[config.mk]
export PLATFORM = sky130hd
export DESIGN_NAME = receptor_serie_32_flat
export DESIGN_NICKNAME = d
export VERILOG_FILES = /design/src/rtl/receptor_serie_32_if.sv /design/src/rtl/receptor_serie_32.sv /design/src/flat_wrapper.sv
export SDC_FILE = /design/constraint.sdc
export NUM_CORES = 1
export LEC_CHECK = 0
export ABC_AREA = 1
export CAP_MARGIN = 5
export CORE_ASPECT_RATIO = 2
export CORE_UTILIZATION = 49
export CTS_CLUSTER_DIAMETER = 150
export DETAILED_ROUTE_END_ITERATION = 6
export GPL_ROUTABILITY_DRIVEN = 0
export PLACE_DENSITY = 0.75
export SLEW_MARGIN = 20
export SYNTH_ARGS = -nofsm -noshare
export SYNTH_HDL_FRONTEND = slang
export SYNTH_SLANG_ARGS = --single-unit
[constraint.sdc]
create_clock -name CLK -period 1.3 [get_ports CLK]
set_input_delay 0.26 -clock CLK [delete_from_list [all_inputs] [get_ports CLK]]
set_output_delay 0.26 -clock CLK [all_outputs]
set_load 0.01 [all_outputs]
[src/rtl/receptor_serie_32_if.sv]
// Parallel-side and serial-side signal bundle for receptor_serie_32.
// The master drives the serial link and the ACK; the slave is the receiver.
interface receptor_serie_32_if #(
    parameter int WIDTH = 32
);
    logic             ENB;
    logic             START;
    logic             S_IN;
    logic             DIR;
    logic             ACK;
    logic [WIDTH-1:0] Q;
    logic             VALID;
    logic             BUSY;
    logic             OVERRUN;
    logic             PAR_ERR;

    modport master (
        output ENB, START, S_IN, DIR, ACK,
        input  Q, VALID, BUSY, OVERRUN, PAR_ERR
    );

    modport slave (
        input  ENB, START, S_IN, DIR, ACK,
        output Q, VALID, BUSY, OVERRUN, PAR_ERR
    );
endinterface

[src/rtl/receptor_serie_32.sv]
// Serial-to-parallel receiver with VALID/ACK handshake and sticky overrun.
// Optional even-parity trailer bit enabled by RECEPTOR_PARIDAD_EN.
//
// state | meaning
// IDLE  | waiting for ENB & START
// RECV  | frame in progress, capturing one bit per ENB edge
module receptor_serie_32 #(
    parameter int WIDTH = 32
) (
    input  logic                 CLK,
    input  logic                 RST_N,
    receptor_serie_32_if.slave   bus
);
    localparam int CW = $clog2(WIDTH + 2);
`ifdef RECEPTOR_PARIDAD_EN
    localparam logic [CW-1:0] LAST = CW'(WIDTH);
`else
    localparam logic [CW-1:0] LAST = CW'(WIDTH - 1);
`endif

    typedef enum logic {IDLE, RECV} state_t;

    state_t           state_q, state_d;
    logic [WIDTH-1:0] sr_q, sr_d;
    logic [WIDTH-1:0] q_q, q_d;
    logic [CW-1:0]    count_q, count_d;
    logic             dir_q, dir_d;
    logic             valid_q, valid_d;
    logic             overrun_q, overrun_d;
    logic             take_start, take_bit, done;

    function automatic logic [WIDTH-1:0] shift_in(input logic [WIDTH-1:0] sr,
                                                  input logic d, input logic s);
        return d ? {sr[WIDTH-2:0], s} : {s, sr[WIDTH-1:1]};
    endfunction

    assign take_start = bus.ENB & bus.START;
    assign take_bit   = bus.ENB & ~bus.START & (state_q == RECV);
    assign done       = take_bit & (count_q == LAST);

    always_ff @(posedge CLK or negedge RST_N) begin
        if (!RST_N) state_q <= IDLE;
        else        state_q <= state_d;
    end

    always_comb begin
        state_d = state_q;
        if (take_start) state_d = RECV;
        else if (done)  state_d = IDLE;
    end

`ifdef RECEPTOR_PARIDAD_EN
    logic par_q, par_d;
    logic par_err_q, par_err_d;
`endif

    always_comb begin
        sr_d      = sr_q;
        q_d       = q_q;
        count_d   = count_q;
        dir_d     = dir_q;
        valid_d   = valid_q;
        overrun_d = overrun_q;
`ifdef RECEPTOR_PARIDAD_EN
        par_d     = par_q;
        par_err_d = par_err_q;
`endif
        // A START always restarts the frame, whether idle or mid-frame.
        if (take_start) begin
            sr_d    = shift_in('0, bus.DIR, bus.S_IN);
            dir_d   = bus.DIR;
            count_d = CW'(1);
`ifdef RECEPTOR_PARIDAD_EN
            par_d   = bus.S_IN;
`endif
        end else if (take_bit) begin
            count_d = done ? '0 : count_q + CW'(1);
`ifdef RECEPTOR_PARIDAD_EN
            par_d   = par_q ^ bus.S_IN;
            if (!done) sr_d = shift_in(sr_q, dir_q, bus.S_IN);
`else
            sr_d    = shift_in(sr_q, dir_q, bus.S_IN);
`endif
        end

        if (done) begin
`ifdef RECEPTOR_PARIDAD_EN
            q_d       = sr_q;
            par_err_d = par_q ^ bus.S_IN;
`else
            q_d       = shift_in(sr_q, dir_q, bus.S_IN);
`endif
            valid_d = 1'b1;
            if (valid_q && !bus.ACK) overrun_d = 1'b1;
        end else if (valid_q && bus.ACK) begin
            valid_d = 1'b0;
        end
    end

    always_ff @(posedge CLK or negedge RST_N) begin
        if (!RST_N) begin
            sr_q      <= '0;
            q_q       <= '0;
            count_q   <= '0;
            dir_q     <= 1'b0;
            valid_q   <= 1'b0;
            overrun_q <= 1'b0;
        end else begin
            sr_q      <= sr_d;
            q_q       <= q_d;
            count_q   <= count_d;
            dir_q     <= dir_d;
            valid_q   <= valid_d;
            overrun_q <= overrun_d;
        end
    end

`ifdef RECEPTOR_PARIDAD_EN
    always_ff @(posedge CLK or negedge RST_N) begin
        if (!RST_N) begin
            par_q     <= 1'b0;
            par_err_q <= 1'b0;
        end else begin
            par_q     <= par_d;
            par_err_q <= par_err_d;
        end
    end
    assign bus.PAR_ERR = par_err_q;
`else
    assign bus.PAR_ERR = 1'b0;
`endif

    always_comb begin
        bus.Q       = q_q;
        bus.VALID   = valid_q;
        bus.BUSY    = (state_q == RECV);
        bus.OVERRUN = overrun_q;
    end
endmodule

[src/flat_wrapper.sv]
// flat-port wrapper written by rule: the top's interface ports become plain ports
module receptor_serie_32_flat 
#(
    parameter int WIDTH = 32
)
  (CLK, RST_N, bus_ENB, bus_START, bus_S_IN, bus_DIR, bus_ACK, bus_Q, bus_VALID, bus_BUSY, bus_OVERRUN, bus_PAR_ERR);
  receptor_serie_32_if #(.WIDTH(WIDTH)) bus_i ();
  input  logic CLK;
  input  logic RST_N;
  input wire logic [$bits(bus_i.ENB)-1:0] bus_ENB;
  input wire logic [$bits(bus_i.START)-1:0] bus_START;
  input wire logic [$bits(bus_i.S_IN)-1:0] bus_S_IN;
  input wire logic [$bits(bus_i.DIR)-1:0] bus_DIR;
  input wire logic [$bits(bus_i.ACK)-1:0] bus_ACK;
  output wire logic [$bits(bus_i.Q)-1:0] bus_Q;
  output wire logic [$bits(bus_i.VALID)-1:0] bus_VALID;
  output wire logic [$bits(bus_i.BUSY)-1:0] bus_BUSY;
  output wire logic [$bits(bus_i.OVERRUN)-1:0] bus_OVERRUN;
  output wire logic [$bits(bus_i.PAR_ERR)-1:0] bus_PAR_ERR;
  assign bus_i.ENB = bus_ENB;
  assign bus_i.START = bus_START;
  assign bus_i.S_IN = bus_S_IN;
  assign bus_i.DIR = bus_DIR;
  assign bus_i.ACK = bus_ACK;
  assign bus_Q = bus_i.Q;
  assign bus_VALID = bus_i.VALID;
  assign bus_BUSY = bus_i.BUSY;
  assign bus_OVERRUN = bus_i.OVERRUN;
  assign bus_PAR_ERR = bus_i.PAR_ERR;
  receptor_serie_32 #(.WIDTH(WIDTH)) u_core (.CLK(CLK), .RST_N(RST_N), .bus(bus_i));
endmodule
# Word-level counts from Yosys, hierarchy flattened

Cells that the tools add are included.

Equality and inequality tests: 1
Bitwise operators: 5
Reductions and logical operators: 7
Add/sub/neg operators: 1
Multiplexer cells: 11

Operator list:

| operator                                                         | count |
|---|---|
| 32-bit two-way mux                                               | 4 |
| 6-bit two-way mux                                                | 3 |
| 6-bit by 1-bit adder with 6-bit output (second input constant)   | 1 |
| 6-bit by 5-bit == test with 1-bit output (second input constant) | 1 |
| 2-bit nonzero test                                               | 3 |
| 1-bit AND                                                        | 4 |
| 1-bit two-way mux                                                | 4 |
| 1-bit logical AND                                                | 2 |
| 2-bit AND reduction                                              | 1 |
| 1-bit logical NOT                                                | 1 |
| 1-bit NOT                                                        | 1 |

Input port bits: 7
Logic and storage cells: 32
Bits in registers: 74

# Logic depth before layout (Yosys ltp)

Depth in word-level cells: 7
Mapped depth: 8
Depth with buffers taken out: 8

# Worst setup path before layout

Ideal clock, no wire load.

Path type: register to register
Start: reg u_core.count_q[0]
End: reg u_core.q_q[14], in the netlist u_core.bus.Q[14]
Path buffers: 2
Path slack: -0.025 ns
Clock period less this slack: 1.325 ns
Arrival: 1.198 ns
Library setup time: 0.127 ns
Required time: 1.173 ns
Stages on the path, launching flop included: 9
Cell sequence: dfrtp_1 -> ha_1 -> nand3_2 -> nor2_2 -> nand2_1 -> buf_6 -> buf_6 -> nand2_1 -> o21ai_2

Longest elaborated chain between the ends: 2

RTL lines:

| what                                     | RTL line                 | text |
|---|---|---|
| start: declaration                       | receptor_serie_32.sv:26  | `logic [CW-1:0] count_q, count_d;` |
| start signal: assignment                 | receptor_serie_32.sv:111 | `count_q <= count_d;` |
| 6-bit by 5-bit == test with 1-bit output | receptor_serie_32.sv:39  | `assign done = take_bit & (count_q == LAST);` |
| 1-bit AND                                | receptor_serie_32.sv:39  |  |
| end signal: assignment                   | receptor_serie_32.sv:110 | `q_q <= q_d;` |
| end: declaration                         | receptor_serie_32.sv:25  | `logic [WIDTH-1:0] q_q, q_d;` |

No other way between the ends.
A chain may end at the register's enable or synchronous reset.

# Worst setup path after layout

Start: reg u_core.count_q[0]
End: reg u_core.q_q[24], in the netlist u_core.bus.Q[24]

The elaborated chain is that of the path after synthesis.

==> run metrics <==
run status=complete, but fails checks; violated checks=negative setup slack; Mapped Area=approximately 3300 µm²; largest net degree at the start of global routing=between 70 and 80; Via density=a little over 5; main combinational cell family by area after synthesis=compound AO/OA/AOI/OAI gates; period utilization=102%; CTS buffer count=9; Mapped Cells=~350; top post-synthesis cells by count=nand2_1, dfrtp_1, inv_1; gr usage total=a little over a fifth; clock latency on the worst-skew pair=~0.34 ns; Die Width=about 60 µm; Critical Path AT=~1.5 ns; final hold violation count=0; Setup Skew=0.00473 ns; # fillers=approximately 540; Layout Cells excl Fill=about 510; drc violations=0; DRC marker count from the first detailed-route iteration=96; Worst Slack Setup Final=-0.0225 ns; area of the core=between 6000 and 7000 µm²; Total Wirelength=6.93 mm; WP buf/inv=1; worst path cell trace=ha_4 > nand3_4 > nor2_4 > nand2_4 > buf_12 > nand2_1 > o21ai_2; Multi-input gate area=approximately 1200 µm²; xor and xnor area share after synthesis=0%; drt first pass iters=4; die height=roughly 120 µm; final instance area=roughly 4300 µm²; Synth top area share=a little under three fifths; Reg clk slew, reported paths=roughly 0.06 ns; pwr/cell area=1420 nW/µm²; critical path required time=1.52 ns; ys flop type=dfrtp_1; Congestion Overflow GR=0; Area growth syn-to-layout=31.0%; largest stage delay on the critical path=slightly below 0.4 ns; Worst R2R Setup Slack=-0.02 ns; vias in the first global route=2511; Crit. End Element=register; max cap viols=0; Synth Net Count=around 360; Slowest-stage cell, CP=dfrtp_1; ANT cells=0; H-tree depth=3; sequential cell area=between 1500 and 2000 µm²; most frequent cell after synthesis=nand2_1; Post-synth ARST share=100%; delay-heaviest family, CP=simple AND/OR/NAND/NOR gates; sequential element share of the synthesized area=a little under three fifths; launching point of the worst reg2reg path=u_core.count_q[0]; CTS tree=yes; CP max FO=23; mux cell area share after synthesis=0%; #FFs+latches synth=74; Leakage=around 2.2 nW; Fmax=approximately 0.76 GHz; Synth Area in Adders=less than 1%; Setup crit start=u_core.count_q[0]; wire per inst=between 10 and 15 µm; Post-Synth Simple-Gate Area=a little over an eighth; worst min path class=input pin to register; Compound-Gate Fraction of Synth Area=roughly a fifth; PortBufs=roughly 40; top post-synthesis cells by area=dfrtp_1, nand2_1, o21ai_2; clock buffer depth=2; Sink Count=74; Mapped Avg Cell Area=roughly 9.2 µm²; hold path start=bus_START; initial antenna violation count=0; dpl cells=approximately 480; layout cell share with drive strength beyond 1=20.0%; fin crit period=approximately 1.3 ns; worst ir drop on vdd=about 0.83 mV; Post-synth EDFFs=0; top-level port count=43; Area after DPL=3860 µm²; kind of start point of the critical path=register; Routed Antenna Nets=0; WS Path Type=register to register; largest area contributor in the netlist=dfrtp_1; Reg2Reg Depth=7; root buf cell=clkbuf_16; synth unique cells=23; Initial Util=between 50% and 60%; # setup viols final=29; die area=about 7000 µm²; DP HPWL=roughly 4.2 mm; row count=a little over 40; warnings from Yosys=0; reg-to-reg endpoint=u_core.bus.Q[24]; via count=2600; unrepaired setup endpoints after global routing=true; Min-Delay Endpoint=u_core.bus.Q[0]; hold path cells=5; Nets=about 420; Slew Limit Fails=0; global-route wire length before repair=approximately 11 mm
==> report_power, final <==
part           switching (W)  internal (W)
clock network       0.000946       0.00153
logic               0.000589      0.000365
registers           0.000129       0.00251
total                0.00166       0.00440
==> per-layer routing <==
metal	wire (µm)	share of wire, %	vias to the layer above	GRT usage, %
li1	-	-	1288	-
met2	3700	53	58	35.4
met4	213	3.1	0	11.0
met3	189	2.7	14	3.97
met1	2820	41	1240	24.3
met5	0	0	-	0
==> worst max path at each step <==
stage,endpoint,slack (ns),cells past startpoint
6_report,u_core.bus.Q[24],-0.02,7
3_3_place_gp,u_core.count_q[1],-0.29,5
4_1_cts,u_core.bus.Q[26],-0.04,7
5_1_grt,u_core.bus.Q[10],-0.08,7
2_1_floorplan,u_core.bus.Q[14],-0.02,8
3_5_place_dp,u_core.bus.Q[29],-0.35,7
==> cell families (layout without fill, tap and decap cells) <==
family          Yosys count  count (layout)
simple gates            112             112
fa+ha+maj                 1               1
other cells               1               1
compound gates          102             102
buf+inv                  64             130
flops                    74              74
==> sequential cells by signal (all words and copies together), names as in the netlist <==
signal,flops
u_core.bus.VALID,1
u_core.sr_q,32
u_core.dir_q,1
u_core.count_q,6
u_core.bus.OVERRUN,1
u_core.bus.Q,32
u_core.bus.BUSY,1
==> placed cells by master, fill, tap and decap left out, drive strengths merged, types with 2 or more instances in the layout <==
master,instances
o22ai,29
clkdlybuf4s50,4
dlygate4sd2,35
clkinv,4
dfrtp,74
clkbuf,12
nand3,6
nor2,10
inv,43
buf,29
o21ai,68
nand4,3
a21oi,2
nand2,92
==> metrics by stage <==
step                utilization (%)  setup TNS, ns  setup slack, ns  total power [W]  hold WS (ns)
detailed placement             60.8         -20.83           -0.345          0.00356         0.322
floorplan                         -         -0.606          -0.0245          0.00324       -0.0356
global route                   67.1          -2.24          -0.0841          0.00632         0.482
CTS                            65.5         -0.827          -0.0400          0.00608         0.478
global placement               60.8         -18.25           -0.292          0.00352         0.317
finish                         67.1         -0.425          -0.0225          0.00606         0.465
==> area by class of cell <==
cell class,count,share of cell area [%]
sequential,74,43.4
multi-input combinational,216,27.8
timing repair buffer,71,15.6
clock buffer,11,5.68
inverter,43,3.78
tap,86,2.52
clock inverter,5,1.26
==> tightest hold or removal path, cell delays in order <==
cell            delay (ns)
dlymetal6s2s_1        0.14
nor2_2                0.09
buf_4                 0.15
nand3_1               0.07
nand2_1               0.05
==> what timing repair did <==
item	CTS	global route
hold endpoints to repair	74	0
resized for setup	40	17
buffers inserted	1	2
pin swaps	1	2
hold buffers	1	0
setup endpoints to repair	71	56
cloned	0	2
Power figures use the tool's default switching activity.
